## config.mk

```make
export PLATFORM = sky130hd
export DESIGN_NAME = alu_ror_iter
export DESIGN_NICKNAME = d
export VERILOG_FILES = /design/src/rtl/alu_pkg.sv /design/src/rtl/ror_step.sv /design/src/rtl/alu_ror_iter.sv
export SDC_FILE = /design/constraint.sdc
export NUM_CORES = 1
export LEC_CHECK = 0
export CAP_MARGIN = 20
export CELL_PAD_IN_SITES_DETAIL_PLACEMENT = 1
export CELL_PAD_IN_SITES_GLOBAL_PLACEMENT = 2
export CORE_UTILIZATION = 34
export DETAILED_ROUTE_END_ITERATION = 7
export GPL_TIMING_DRIVEN = 0
export PLACE_DENSITY_LB_ADDON = 0.1
export SKIP_LAST_GASP = 1
export SYNTH_ARGS = -nofsm -noshare
export SYNTH_HDL_FRONTEND = slang
export SYNTH_SLANG_ARGS = --single-unit
```

## constraint.sdc

```tcl
create_clock -name clk -period 9.1 [get_ports clk]
set_clock_uncertainty 0.1 [all_clocks]
set_input_delay 1.82 -clock clk [delete_from_list [all_inputs] [get_ports clk]]
set_output_delay 1.82 -clock clk [all_outputs]
set_load 0.02 [all_outputs]
```

## src/rtl/alu_pkg.sv

```systemverilog
// Shared ALU definitions: datapath widths, rotate-unit FSM states and the
// default coarse step used by the iterative rotate-right unit.
package alu_pkg;

  localparam int ALU_WIDTH  = 32;
  localparam int ALU_AMT_W  = 5;
  localparam int ROR_COARSE = 4;

  typedef enum logic [1:0] {
    IDLE = 2'd0,
    ROT  = 2'd1,
    DONE = 2'd2
  } ror_state_t;

endpackage

```

## src/rtl/ror_step.sv

```systemverilog
// Single rotate-right step: by COARSE bits when sel_coarse, else by 1 bit.
// Purely combinational; no latency, no flow control.
module ror_step #(
  parameter int WIDTH  = 32,
  parameter int COARSE = 4
) (
  input  logic [WIDTH-1:0] data,
  input  logic             sel_coarse,
  output logic [WIDTH-1:0] data_out
);

  logic [WIDTH-1:0] ror_coarse;
  logic [WIDTH-1:0] ror_fine;

  assign ror_coarse = {data[COARSE-1:0], data[WIDTH-1:COARSE]};
  assign ror_fine   = {data[0], data[WIDTH-1:1]};
  assign data_out   = sel_coarse ? ror_coarse : ror_fine;

endmodule

```

## src/rtl/alu_ror_iter.sv

```systemverilog
// Iterative rotate-right: COARSE bits/cycle then 1 bit/cycle; latency 1 (n=0) or S+1 cycles.
// Accepts only in IDLE; result held in DONE until out_ready, giving a 1-cycle bubble between ops.
module alu_ror_iter
  import alu_pkg::*;
#(
  parameter int WIDTH  = ALU_WIDTH,
  parameter int AMT_W  = ALU_AMT_W,
  parameter int COARSE = ROR_COARSE
) (
  input  logic             clk,
  input  logic             rst_n,
  input  logic             in_valid,
  output logic             in_ready,
  input  logic [WIDTH-1:0] in,
  input  logic [AMT_W-1:0] numRotateBits,
  output logic [WIDTH-1:0] out,
  output logic             out_valid,
  input  logic             out_ready,
  output logic             busy
);

  localparam logic [AMT_W-1:0] COARSE_AMT = AMT_W'(COARSE);
  localparam logic [AMT_W-1:0] ONE_AMT    = AMT_W'(1);

  ror_state_t       state_q, state_d;
  logic [WIDTH-1:0] data_q, data_d;
  logic [AMT_W-1:0] cnt_q, cnt_d;
  logic [WIDTH-1:0] out_q, out_d;

  logic             sel_coarse;
  logic [WIDTH-1:0] step_dat;
  logic [AMT_W-1:0] cnt_dec;

  // cnt never underflows: a coarse step is only taken when cnt >= COARSE
  assign sel_coarse = (cnt_q >= COARSE_AMT);
  assign cnt_dec    = cnt_q - (sel_coarse ? COARSE_AMT : ONE_AMT);

  ror_step #(
    .WIDTH (WIDTH),
    .COARSE(COARSE)
  ) u_step (
    .data      (data_q),
    .sel_coarse(sel_coarse),
    .data_out  (step_dat)
  );

  always_comb begin
    state_d = state_q;
    data_d  = data_q;
    cnt_d   = cnt_q;
    out_d   = out_q;
    case (state_q)
      IDLE: begin
        if (in_valid) begin
          data_d = in;
          cnt_d  = numRotateBits;
          if (numRotateBits == '0) begin
            state_d = DONE;
            out_d   = in;
          end else begin
            state_d = ROT;
          end
        end
      end
      ROT: begin
        data_d = step_dat;
        cnt_d  = cnt_dec;
        // Final step loads the result register on the same edge
        if (cnt_dec == '0) begin
          state_d = DONE;
          out_d   = step_dat;
        end
      end
      DONE: begin
        if (out_ready) state_d = IDLE;
      end
      default: state_d = IDLE;
    endcase
  end

  always_ff @(posedge clk or negedge rst_n) begin
    if (!rst_n) begin
      state_q <= IDLE;
      data_q  <= '0;
      cnt_q   <= '0;
      out_q   <= '0;
    end else begin
      state_q <= state_d;
      data_q  <= data_d;
      cnt_q   <= cnt_d;
      out_q   <= out_d;
    end
  end

  assign in_ready  = (state_q == IDLE);
  assign out_valid = (state_q == DONE);
  assign busy      = (state_q != IDLE);
  assign out       = out_q;

endmodule

```

==> flow_summary.yaml, run 1 <==
clock_tree:
  htree_levels: 3
  post_cts_buffers: 0
  cts_root_buf: "clkbuf_8"
  clk_pin_slew_ps: 70
  cts_repair_resize_count: 0
  ctsHoldBuffers: 0
  clock_sinks: 71
  clk_latency_ps: 360
  cts_buffers: 9
  cts_tree: "done"
  clock_path_buffers: 2
logic_synthesis:
  synth_cell_types: 34
  syn_inst: 341
  ys_ff_latch: 71
  ys_seq_area_share_pct: 50.1
  synth_fp_nets: 384
  synth_edf_count: 0
  syn_avg_cell_area_sq_um: 10.4
  synth_area_leaders: "dfrtp_1 (50%), mux2i_1 (14%), mux2_2 (8.9%), a21oi_1 (4.8%), nor2_1 (4.1%)"
  synth_commonest_cells: "dfrtp_1 (71), mux2i_1 (49), nor2_1 (39), a21oi_1 (34), mux2_2 (28)"
  synth_area_leader_cell: "dfrtp_1"
  yosysWarnings: 0
  synth_top_area_share_pct: 50.1
  synth.most_common_cell: "dfrtp_1"
  synth_flop_cell: "dfrtp_1"
  async_reset_ff_share_pct: 100
  syn-cell-area_sq_um: 3550
floorplanning:
  dieArea_sq_um: 10800
  die_x_um: 104
  rows: 36
  core_area_sq_um: 9950
  ios: 76
  chipHeight_um: 104
  initial_utilization_pct: 35.6
placed_design:
  placed_cells: 549
  gp_congestion: 0.725
  port_buffers: 74
  hpwl_um: 6880
  place_area_sq_um: 4480
detailed_routing:
  detailroute.via_count: 2789
  first_pass_iters: 4
  postRouteAntennaNets: 0
  drtIter0Drc: 61
  drc: 0
  via_per_inst: 4.95
  wl_um: 9310
  wl_per_cell_um: 16.5
timing:
  finalSetupViolations: 0
  rsz0062_at_grt: "false"
  drv_slew: 0
  min_period_ps: 3760
  fin_tns_setup_ps: 0
  fmax_mhz: 266
  min_period_over_period_pct: 41.3
  slew_headroom_pct: 50.4
  tightest_slew_ps: 739
  final-hold-violation-count: 0
final_layout:
  insertedDiodeCount: 0
  syn_to_final_growth_pct: 31.9
  nets: 470
  utilization_pct: 47.0
  fin_cells: 564
  drive_gt1_share_pct: 12.8
  final_design_area_no_fill_sq_um: 4680
power:
  power.internal_mw: 1.02
  power_frac_comb_pct: 50.7
  leakage_nw: 1.87
  switching_share_pct: 41.0
  cellPowerDensity_nw_per_um2: 369
  power_mw: 1.72
  seq_power_share_pct: 34.1
  peakVddDrop_mv: 0.139
  clockPowerShare_pct: 15.2
  power_switching_mw: 0.707
grt:
  grt_pass1_wl_um: 15600
  grt_start_max_net_pins: 57
  grt_pass1_vias: 2974
  track_usage_pct: 18.7
  grt_antenna_before_repair: 0
  grt_remaining_overflow: 0
flow_run:
  max-cap-violations: 0
worst_setup_path:
  cp-end-kind: "output port"
  cp-start-kind: "flop"
  crit_type: "reg2out"
  crit_required_ps: 7180
  arrival_ps: 1840
  worstPathMaxFanout: 8
run_status:
  status: "completed"
worst_hold_path:
  hold_class: "reg2reg"
-- critical path: stages (launching register included) --
cell             delay (ps)
dfrtp_1                 370
clkbuf_1                190
nor2_1                  270
clkdlybuf4s50_1         660
-- stage by stage --
step / worst slack, ps / hold WS [ps]
floorplan: 5640 / 370
global placement: 3400 / 371
detailed placement: 5030 / 384
CTS: 5330 / 401
global route: 5170 / 426
finish: 5340 / 403
-- cell type report --
| class | instances | area [sq um] |
|---|---|---|
| clock buffers | 12 | 155 |
| clock inverters | 3 | 42.5 |
| multi-input cells | 226 | 1570 |
| inverters | 23 | 86.3 |
| plain buffers | 21 | 110 |
| repair buffers | 75 | 766 |
| well taps | 133 | 166 |
| flip-flops and latches | 71 | 1780 |
| fillers | 1134 | 5280 |
-- flip-flops by register name, indices dropped and copies added, names as in the netlist --
signal,cells
cnt_q,5
state_q,2
out,32
data_q,32
-- layer usage --
metal / vias up / share of wire, % / track usage, % / wire (um)
met4: 0 / 2.1 / 8.67 / 197
met3: 14 / 2.8 / 3.01 / 257
met5: - / 0 / 0 / 0
met2: 54 / 45 / 28.7 / 4160
li1: 1347 / - / - / -
met1: 1374 / 50 / 25.7 / 4700
-- final timing paths --
| check | slack [ps] | to | start | depth (start not counted) |
|---|---|---|---|---|
| setup / recovery | 5340 | in_ready | state_q[0] | 3 |
| hold / removal | 400 | out[14] | out[14] | 1 |
| setup reg to reg | 5420 | out[8] | cnt_q[3] | 11 |
| hold reg to reg | 400 | out[14] | out[14] | 1 |
| max in group asynchronous | 7110 | data_q[0] | rst_n | 2 |
| min in group asynchronous | 1220 | out[20] | rst_n | 1 |
-- placed cells by master, fill, tap and decap left out, drive strengths merged, types with 2 or more instances in the layout --
master,instances
clkdlybuf4s50,73
dfrtp,71
mux2i,49
nor2,39
a21oi,34
mux2,30
clkbuf,25
nand2,23
o21ai,23
inv,22
buf,10
nand3,4
o22a,3
o22ai,3
nor4,2
nor2b,2
or4,2
ha,2
clkinv,2
o31ai,2
-- power groups by stage --
stage | Sequential, mW | Combinational (mW) | Clock, mW
global placement | 0.588 | 0.867 | 0
detailed placement | 0.594 | 0.885 | 0
CTS | 0.589 | 0.888 | 0.270
floorplan | 0.645 | 0.494 | 0
global route | 0.608 | 0.973 | 0.281
finish | 0.587 | 0.874 | 0.262
-- cell families after synthesis --
logic type,after synthesis,synth area share [%]
mux,79,23.5
simple gates,75,8.96
flops,71,50.1
compound gates,68,10.8
buf+inv,44,5.54
xor+xnor,2,0.494
fa+ha+maj,2,0.705
Note: power is estimated with default switching activity, not from simulation.
==> inputs of run 2 (changes only) <==
CORE_UTILIZATION = 29   (was 34)
clock period = 3.17 ns   (was 9.1 ns; I/O delays follow)
==> flow_summary.yaml, run 2 (synthesized netlist as in run 1, its figures left out) <==
detailed_routing:
  detailroute.via_count: 2816
  wl_um: 10100
  first_pass_iters: 4
  drtIter0Drc: 77
  postRouteAntennaNets: 0
  via_per_inst: 4.83
  drc: 0
  wl_per_cell_um: 17.3
power:
  power_switching_mw: 2.12
  cellPowerDensity_nw_per_um2: 1080
  seq_power_share_pct: 32.2
  power.internal_mw: 3.14
  leakage_nw: 1.94
  peakVddDrop_mv: 0.370
  power_frac_comb_pct: 49.3
  clockPowerShare_pct: 18.5
  switching_share_pct: 40.3
  power_mw: 5.26
worst_setup_path:
  cp-end-kind: "flop"
  slowest_stage: "or3b_1"
  cp.buffers_inverters: 5
  crit_family: "buffers and inverters"
  crit_top_cell: "buf_4"
  cp-start-kind: "flop"
  crit_type: "reg2reg"
  crit_required_ps: 3290
  crit_path_cell_trace: "buf_4 > nor3_2 > buf_4 > buf_12 > ha_4 > or3b_1 > o311ai_2 > nand3_2 > o31ai_4 > buf_6 > buf_8 > mux2_1"
  worstPathMaxFanout: 10
  arrival_ps: 3120
  slowest_delay_ps: 370
run_status:
  status: "completed"
floorplanning:
  chipHeight_um: 113
  ios: 76
  dieArea_sq_um: 12700
  core_area_sq_um: 12000
  initial_utilization_pct: 29.7
  die_x_um: 113
  rows: 40
final_layout:
  drive_gt1_share_pct: 14.9
  fin_cells: 583
  syn_to_final_growth_pct: 37.6
  final_design_area_no_fill_sq_um: 4880
  final_common_cell: "clkdlybuf4s50_1"
  nets: 474
  utilization_pct: 40.8
  insertedDiodeCount: 0
  nFillCells: 1349
  layout_common_cells: "clkdlybuf4s50_1 (73), dfrtp_1 (71), mux2i_1 (49)"
timing:
  worst_slack_ps: 168
  rsz0062_at_grt: "false"
  final-hold-violation-count: 0
  finalSetupViolations: 0
  tightest_slew_ps: 777
  min_period_over_period_pct: 94.7
  slew_headroom_pct: 47.9
  drv_slew: 0
  fin_tns_setup_ps: 0
  min_period_ps: 3000
  timing.hold.ws_ps: 54.3
  fmax_mhz: 333
clock_tree:
  clk_pin_slew_ps: 60
  clk_latency_ps: 340
  clock_sinks: 71
  cts_tree: "done"
  clock_path_buffers: 2
  cts_root_buf: "clkbuf_16"
  htree_levels: 3
  cts_buffers: 9
placed_design:
  placed_cells: 563
  hpwl_um: 7150
  gp_congestion: 0.715
  place_area_sq_um: 4500
  preCtsSetupSlack_ps: -534
  port_buffers: 74
grt:
  grt_pass1_wl_um: 16400
  grt_antenna_before_repair: 0
  grt_remaining_overflow: 0
  grt_start_max_net_pins: 59
  grt_pass1_vias: 3086
  track_usage_pct: 17.1
worst_hold_path:
  hold_class: "in2async"
flow_run:
  max-cap-violations: 0
[run 2: cell type report]
cell class	instances	area [sq um]	area share, %
multi-input cells	226	1600	32.9
inverters	23	86.3	1.77
repair buffers	79	803	16.5
plain buffers	21	140	2.87
clock inverters	5	32.5	0.667
well taps	147	184	3.77
flip-flops and latches	71	1780	36.4
clock buffers	11	253	5.18
[run 2: timing repair]
item,4_1_cts,5_1_grt
cloned,1,0
endpoints found under the setup margin,33,24
resized for setup,10,5
hold buffers,0,0
pin swaps,2,1
buffers inserted,3,0
hold endpoints to repair,0,0
[run 2: worst paths after layout]
check | startpoint | end | slack (ps) | cells after the start
worst max-delay path | cnt_q[3] | out[14] | 170 | 12
worst min-delay path | rst_n | cnt_q[3] | 50 | 1
worst max register to register | cnt_q[3] | out[14] | 170 | 12
worst min register to register | out[14] | out[14] | 390 | 1
max in group asynchronous | rst_n | data_q[27] | 2350 | 2
min in group clk | out[14] | out[14] | 390 | 1
[run 2: power by group through the flow]
| stage | clock network, mW | registers [mW] | logic (mW) |
|---|---|---|---|
| 2_1_floorplan | 0 | 1.85 | 1.42 |
| 3_3_place_gp | 0 | 1.70 | 2.51 |
| 3_5_place_dp | 0 | 1.71 | 2.55 |
| 4_1_cts | 1.00 | 1.70 | 2.60 |
| 5_1_grt | 1.04 | 1.77 | 2.87 |
| 6_report | 0.974 | 1.69 | 2.59 |
[run 2: layer usage]
layer | vias up | global-route usage [%] | part of all wire, %
met5 | - | 0 | 0
met4 | 0 | 6.58 | 1.4
met3 | 11 | 3.78 | 3.4
met2 | 47 | 26.0 | 45
met1 | 1406 | 23.7 | 50
li1 | 1352 | - | -
